--- src/rtl/hash_request_issuer.sv ---
// Generic single-clock FIFO, first-word-fall-through.
// Latency: a pushed word is visible on pop_dat the cycle after the push.
// Backpressure: a push is dropped when full unless a pop frees a slot on the same edge.
module hri_fifo #(
    parameter int WIDTH = 8,
    parameter int DEPTH = 8
) (
    input  logic                     clock,
    input  logic                     reset,
    input  logic                     push_vld,
    input  logic [WIDTH-1:0]         push_dat,
    input  logic                     pop_rdy,
    output logic [WIDTH-1:0]         pop_dat,
    output logic                     empty,
    output logic [$clog2(DEPTH):0]   count
);
    localparam int AW = $clog2(DEPTH);
    localparam int CW = AW + 1;

    logic [WIDTH-1:0] mem [DEPTH];
    logic [AW-1:0]    wr_ptr;
    logic [AW-1:0]    rd_ptr;
    logic             full;
    logic             do_push;
    logic             do_pop;

    assign empty   = (count == '0);
    assign full    = (count == CW'(DEPTH));
    assign do_pop  = pop_rdy && !empty;
    assign do_push = push_vld && (!full || do_pop);
    assign pop_dat = mem[rd_ptr];

    always_ff @(posedge clock) begin
        if (do_push) begin
            mem[wr_ptr] <= push_dat;
        end
    end

    always_ff @(posedge clock) begin
        if (reset) begin
            wr_ptr <= '0;
            rd_ptr <= '0;
            count  <= '0;
        end else begin
            if (do_push) begin
                wr_ptr <= wr_ptr + AW'(1);
            end
            if (do_pop) begin
                rd_ptr <= rd_ptr + AW'(1);
            end
            count <= count + CW'(do_push) - CW'(do_pop);
        end
    end
endmodule

// Host-side request issuer for the Process_Engine hash pipeline; pairs in-order results with requests.
// Latency: request to pe_input_valid 1 cycle; engine result to resp_valid 1 cycle.
// Backpressure: req_ready drops when the issue slot is stalled or RESP_DEPTH requests are in flight.
module hash_request_issuer #(
    parameter int KEY_WIDTH     = 32,
    parameter int VAL_WIDTH     = 32,
    parameter int OPCODE_WIDTH  = 4,
    parameter int RESCODE_WIDTH = 5,
    parameter int RESP_DEPTH    = 8,
    parameter int CNT_WIDTH     = 32
) (
    input  logic                     clock,
    input  logic                     reset,
    input  logic                     req_valid,
    output logic                     req_ready,
    input  logic [OPCODE_WIDTH-1:0]  req_opcode,
    input  logic [KEY_WIDTH-1:0]     req_key,
    input  logic [VAL_WIDTH-1:0]     req_wr_data,
    output logic                     pe_input_valid,
    output logic [OPCODE_WIDTH-1:0]  pe_opcode,
    output logic [KEY_WIDTH-1:0]     pe_key,
    output logic [VAL_WIDTH-1:0]     pe_wr_data,
    input  logic                     pe_stall,
    input  logic                     pe_output_valid,
    input  logic [VAL_WIDTH-1:0]     pe_val_out,
    input  logic [RESCODE_WIDTH-1:0] pe_rescode,
    output logic                     resp_valid,
    input  logic                     resp_ready,
    output logic [OPCODE_WIDTH-1:0]  resp_opcode,
    output logic [KEY_WIDTH-1:0]     resp_key,
    output logic [VAL_WIDTH-1:0]     resp_val,
    output logic [RESCODE_WIDTH-1:0] resp_rescode,
    output logic [CNT_WIDTH-1:0]     issued_count,
    output logic [CNT_WIDTH-1:0]     completed_count,
    output logic                     protocol_error
);
    localparam int CW = $clog2(RESP_DEPTH) + 1;
    localparam int IW = CW + 1;
    localparam logic [OPCODE_WIDTH-1:0] OP_NOP = '0;

    typedef struct packed {
        logic [OPCODE_WIDTH-1:0] opcode;
        logic [KEY_WIDTH-1:0]    key;
        logic [VAL_WIDTH-1:0]    wr_data;
    } hdr_t;

    typedef struct packed {
        logic [OPCODE_WIDTH-1:0] opcode;
        logic [KEY_WIDTH-1:0]    key;
    } trk_t;

    typedef struct packed {
        logic [OPCODE_WIDTH-1:0]  opcode;
        logic [KEY_WIDTH-1:0]     key;
        logic [VAL_WIDTH-1:0]     val;
        logic [RESCODE_WIDTH-1:0] rescode;
    } rsp_t;

    logic          iss_vld;
    hdr_t          iss_dat;
    logic          drain;
    logic          accept;
    logic          load;
    logic [IW-1:0] inflight;

    trk_t          trk_push_dat;
    trk_t          trk_pop_dat;
    logic          trk_pop;
    logic          trk_empty;
    logic [CW-1:0] trk_cnt;

    rsp_t          rsp_push_dat;
    rsp_t          rsp_pop_dat;
    logic          rsp_pop;
    logic          rsp_empty;
    logic [CW-1:0] rsp_cnt;

    // Every accepted request holds a response slot until the host pops it,
    // so an unbackpressured engine result always finds room.
    assign inflight  = IW'(iss_vld) + IW'(trk_cnt) + IW'(rsp_cnt);
    assign drain     = iss_vld && !pe_stall;
    assign req_ready = !reset && (!iss_vld || !pe_stall) && (inflight < IW'(RESP_DEPTH));
    assign accept    = req_valid && req_ready;
    assign load      = accept && (req_opcode != OP_NOP);

    always_ff @(posedge clock) begin
        if (reset) begin
            iss_vld <= 1'b0;
            iss_dat <= '0;
        end else if (load) begin
            iss_vld <= 1'b1;
            iss_dat <= {req_opcode, req_key, req_wr_data};
        end else if (drain) begin
            iss_vld <= 1'b0;
        end
    end

    assign pe_input_valid = iss_vld;
    assign pe_opcode      = iss_dat.opcode;
    assign pe_key         = iss_dat.key;
    assign pe_wr_data     = iss_dat.wr_data;

    assign trk_push_dat = {iss_dat.opcode, iss_dat.key};
    assign trk_pop      = pe_output_valid && !trk_empty;

    hri_fifo #(
        .WIDTH ($bits(trk_t)),
        .DEPTH (RESP_DEPTH)
    ) u_trk_fifo (
        .clock    (clock),
        .reset    (reset),
        .push_vld (drain),
        .push_dat (trk_push_dat),
        .pop_rdy  (trk_pop),
        .pop_dat  (trk_pop_dat),
        .empty    (trk_empty),
        .count    (trk_cnt)
    );

    assign rsp_push_dat = {trk_pop_dat.opcode, trk_pop_dat.key, pe_val_out, pe_rescode};
    assign rsp_pop      = !rsp_empty && resp_ready;

    hri_fifo #(
        .WIDTH ($bits(rsp_t)),
        .DEPTH (RESP_DEPTH)
    ) u_rsp_fifo (
        .clock    (clock),
        .reset    (reset),
        .push_vld (trk_pop),
        .push_dat (rsp_push_dat),
        .pop_rdy  (rsp_pop),
        .pop_dat  (rsp_pop_dat),
        .empty    (rsp_empty),
        .count    (rsp_cnt)
    );

    // FIFO storage is not reset, so response data is masked until valid.
    assign resp_valid   = !rsp_empty;
    assign resp_opcode  = resp_valid ? rsp_pop_dat.opcode  : '0;
    assign resp_key     = resp_valid ? rsp_pop_dat.key     : '0;
    assign resp_val     = resp_valid ? rsp_pop_dat.val     : '0;
    assign resp_rescode = resp_valid ? rsp_pop_dat.rescode : '0;

    always_ff @(posedge clock) begin
        if (reset) begin
            issued_count    <= '0;
            completed_count <= '0;
            protocol_error  <= 1'b0;
        end else begin
            if (drain) begin
                issued_count <= issued_count + CNT_WIDTH'(1);
            end
            if (trk_pop) begin
                completed_count <= completed_count + CNT_WIDTH'(1);
            end
            if (pe_output_valid && trk_empty) begin
                protocol_error <= 1'b1;
            end
        end
    end
endmodule

--- config.mk ---
export PLATFORM = sky130hd
export DESIGN_NAME = hash_request_issuer
export DESIGN_NICKNAME = d
export VERILOG_FILES = /design/src/rtl/hash_request_issuer.sv
export SDC_FILE = /design/constraint.sdc
export NUM_CORES = 1
export LEC_CHECK = 0
export CORE_UTILIZATION = 45
export DETAILED_ROUTE_END_ITERATION = 12
export PLACE_DENSITY = 0.67
export REMOVE_ABC_BUFFERS = 1
export SETUP_SLACK_MARGIN = 0.5
export SYNTH_ARGS = -nofsm -noshare
export SYNTH_HDL_FRONTEND = slang
export SYNTH_SLANG_ARGS = --single-unit
--- constraint.sdc ---
create_clock -name clock -period 8.56 [get_ports clock]
set_clock_uncertainty 0.05 [all_clocks]
set_input_delay 0.856 -clock clock [delete_from_list [all_inputs] [get_ports clock]]
set_output_delay 0.856 -clock clock [all_outputs]
set_load 0.01 [all_outputs]
==> summary.md <==
| Metric | Value |
|---|---|
| Reg-to-Reg End | u_rsp_fifo.mem[3][62] |
| Core area | 87290 µm² |
| Largest driver fanout on the critical path | 70 |
| Post-layout total power | 14.11 mW |
| Cell at the slowest stage of the critical path | sky130_fd_sc_hd__buf_4 |
| Fraction of the cycle the final worst path needs | 56.60% |
| Cell at the root of the clock tree | sky130_fd_sc_hd__clkbuf_16 |
| Most Used Layer, Global Route | met2 |
| Via count | 21310 |
| Worst skew pair latency | 0.68 ns |
| Cell internal pwr | 10.29 mW |
| Crit path DAT | 3.94 ns |
| Finished Core Util | 54.93% |
| Slew at the pin with the worst max-slew slack | 1.177 ns |
| Number of pins exceeding their max-slew limit in the final report | 0 |
| Net load switching power | 3.821 mW |
| Startpoint type of the worst setup path | flop |
| Path length in cells of the critical path | 5 |
| Fill count | 6831 |
| Kind of cell with the highest combined delay on the critical path | buffers and inverters |
| Number of antenna violations at the first check in global routing | 1 |
| Quantity of gates resized following cts | 0 |
| GP Congestion | 0.7921 |
| Max-capacitance violation count | 0 |
| Number of buffers and inverters on the critical path | 2 |
| Logic gate share of total power | 22.9% |
| Depth of the worst register-to-register path | 8 |
| Remaining antenna violation count after routing | 0 |
| RSZ-0062 raised after global routing | false |
| Setup ws final | 3.715 ns |
| Number of buffers inserted by port buffering | 319 |
| Most common cell in the netlist | sky130_fd_sc_hd__edfxtp_1 |
| Post-synth ARST share | 0% |
| Area share of the leading cell type in the synthesized netlist | 65.64% |
| Worst slack on hold paths | 0.4204 ns |
| Clock Path Buffers | 3 |
| Number of synthesized register bits | 1032 |
| Post-CTS setup buffer count | 0 |
| Residual overflow from global routing | 0 |
| Worst setup slack for register-to-register paths | 4.69 ns |
| Worst setup slack after placement | 3.948 ns |
| 1st-iter DRT viols | 1632 |
| Sum of negative setup slack | 0 ns |
| Grt met1 use | 27.64% |
| FMAX | 206.4 MHz |
| Post-route minimum period | 4.845 ns |
| Critical-path cell list | buf_4 > mux4_2 > mux2i_1 > nor2_1 > clkdlybuf4s50_1 |
| Final net count | 2653 |
| Area growth from synthesis to layout | 20.20% |
| Total Routing Usage GR | 20.03% |
| Depth of the CTS H-tree | 3 |
| Setup Viol. Count Final | 0 |
| Hold buffer count at cts | 0 |
| Top cells by area in the synthesized netlist | sky130_fd_sc_hd__edfxtp_1, sky130_fd_sc_hd__mux4_2, sky130_fd_sc_hd__dfxtp_1 |
| Number of failing hold endpoints at the final stage | 0 |
| Die area | 89850 µm² |
| Vias/cell | 5.666 |
| Number of distinct library cell variants in the gate-level netlist after synthesis | 47 |
| Launch point of the worst reg-to-reg path | u_trk_fifo.count[2] |
| Wire length of the first global-routing pass | 135.8 mm |
| Max_slew headroom | 21.50% |
| Critical path data required time | 7.65 ns |
| Most area-hungry cell type in the Yosys netlist | sky130_fd_sc_hd__edfxtp_1 |
| Met2 track utilization from global routing | 32.46% |
| Number of enable-type register cells in the synthesized netlist | 872 |
| Maximum cell stage delay along the critical path | 0.91 ns |
| I/O pin cnt | 320 |
| Primary FF master, synth | sky130_fd_sc_hd__edfxtp_1 |
| Starting Density | 45.70% |
| # DRC | 0 |
| Reg clk slew, reported paths | 0.06 ns |
| Number of sinks handled by clock tree synthesis | 1032 |
| Run status | finished, final reports clean |
| Share of cells above drive strength 1 | 18.30% |
| Switching power as a share of total power | 27.08% |
| Instance count of the mapped netlist | 2185 |
| DIE HEIGHT | 299.8 µm |
| Worst vdd rail ir drop | 0.2090 mV |
| Die outline width | 299.8 µm |
| Critical Path Sink | resp_opcode[3] |
| Pre-antenna DRT Iters | 6 |
| TritonCTS clock tree | yes |
| Most numerous cell types in the synthesized netlist | sky130_fd_sc_hd__edfxtp_1, sky130_fd_sc_hd__mux4_2, sky130_fd_sc_hd__dfxtp_1, sky130_fd_sc_hd__nor2_1, sky130_fd_sc_hd__a21oi_1 |
| Cell area power density | 294.3 nW/µm² |
| Antenna cells | 0 |
| Global-route track usage on met3 | 4.552% |
| Critical path endpoint category | output port |
| Type of the setup path with the least slack | flop to output port |
| Total CTS buffers | 105 |
| Largest net degree at the start of global routing | 114 |
| Hold crit path type | flop to flop |
| Final HPWL DP | 51.24 mm |
| Via count of the first global-routing pass | 22120 |
| Synth warn | 0 |
| Total wirelength of the detailed-routed design | 89.60 mm |
| Share of synthesized area occupied by flip-flops and latches | 73.66% |
| Routed wirelength normalized by instance count | 23.82 µm |
| Syn Std Cell Area | 39890 µm² |
| Clock share of power | 32.9% |
| Mean Syn Cell Area | 18.26 µm² |
| Leakage power | 14.83 nW |
| Number of standard-cell rows in the floorplan | 108 |
| Portion of total power attributed to sequential cells | 44.2% |
==> metal layers <==
layer,part of all wire (%),up-vias,wire length [µm]
met2,48,660,43060
li1,-,9444,-
met1,43,11100,38280
met3,7.6,108,6830
met5,0.012,-,11
met4,1.6,2,1421
==> metrics by stage <==
stage               cell area (µm²)  std cells
floorplan                     39380       2057
global placement              44420       3566
detailed placement            44420       3566
CTS                           47950       3762
global route                  47950       3762
finish                        47950       3762
==> cell usage in the layout, fill, tap and decap left out, types with 15 or more instances in the layout <==
cell | netlist | routed
sky130_fd_sc_hd__edfxtp_1 | 872 | 872
sky130_fd_sc_hd__clkdlybuf4s50_1 | 0 | 318
sky130_fd_sc_hd__mux4_2 | 218 | 218
sky130_fd_sc_hd__dfxtp_1 | 160 | 154
sky130_fd_sc_hd__nor2_1 | 125 | 116
sky130_fd_sc_hd__a21oi_1 | 114 | 114
sky130_fd_sc_hd__clkbuf_16 | 0 | 107
sky130_fd_sc_hd__nand3_1 | 94 | 94
sky130_fd_sc_hd__o21ai_0 | 85 | 85
sky130_fd_sc_hd__mux2i_1 | 74 | 74
sky130_fd_sc_hd__mux2_2 | 44 | 44
sky130_fd_sc_hd__buf_4 | 1 | 35
sky130_fd_sc_hd__clkbuf_1 | 85 | 34
sky130_fd_sc_hd__nand2_1 | 30 | 30
sky130_fd_sc_hd__or4_1 | 25 | 25
sky130_fd_sc_hd__inv_1 | 23 | 23
sky130_fd_sc_hd__nand4_1 | 23 | 23
sky130_fd_sc_hd__o31ai_1 | 22 | 22
sky130_fd_sc_hd__ha_1 | 22 | 22
sky130_fd_sc_hd__xnor2_1 | 16 | 16
sky130_fd_sc_hd__or3_1 | 15 | 15
==> power groups by stage <==
stage	clock (mW)	combinational [mW]	sequential, mW
2_1_floorplan	0	1.92	6.48
3_3_place_gp	0	3.24	6.33
3_5_place_dp	0	3.29	6.36
4_1_cts	4.74	3.30	6.25
5_1_grt	4.93	3.50	6.29
6_report	4.64	3.23	6.24
==> worst min-delay path by stage <==
stage / from / endpoint / slack [ns] / cells after the start
final: u_trk_fifo.rd_ptr[1] / flop / 0.42 / 2
after global routing: pe_wr_data[28] / pe_wr_data[28] / 0.44 / 2
after CTS: pe_wr_data[4] / pe_wr_data[4] / 0.43 / 2
after detailed placement: protocol_error / protocol_error / 0.41 / 2
after global placement: u_trk_fifo.rd_ptr[1] / flop / 0.41 / 2
after floorplan: u_trk_fifo.rd_ptr[1] / flop / 0.40 / 2
==> layout make-up <==
class	instances	area, µm²	share of cell area, %
inverter	24	90.09	0.1879
clock inverter	54	710.7	1.482
multi-input combinational	1001	10020	20.89
tap	1155	1445	3.014
clock buffer	142	2819	5.879
sequential	1032	29410	61.33
timing repair buffer	354	3457	7.209
==> cell families (layout without fill, tap and decap cells) <==
family | after synthesis | in the layout | share of synthesized area [%]
AOI/OAI and AO/OA | 232 | 232 | 3.136
xor gates and xnor gates | 28 | 28 | 0.6147
adders and majority gates | 24 | 24 | 0.7903
buffers and inverters | 152 | 574 | 1.518
DFF | 1032 | 1032 | 73.66
muxes | 336 | 336 | 15.41
and+or+nand+nor | 381 | 381 | 4.871
==> worst min-delay path, cell delays in order (launching register included) <==
cell and delay, ns:
sky130_fd_sc_hd__dfxtp_1 0.31, sky130_fd_sc_hd__nand2_1 0.05, sky130_fd_sc_hd__a21oi_1 0.06
==> state kept, by name (all words and copies together), names as in the netlist, 4 cells and up, named ones only <==
name / cells
pe_opcode: 4
u_rsp_fifo.count: 4
pe_wr_data: 32
u_trk_fifo.count: 4
issued_count: 32
pe_key: 32
u_trk_fifo.mem: 288
completed_count: 32
u_rsp_fifo.mem: 584
Power figures use the tool's default switching activity.
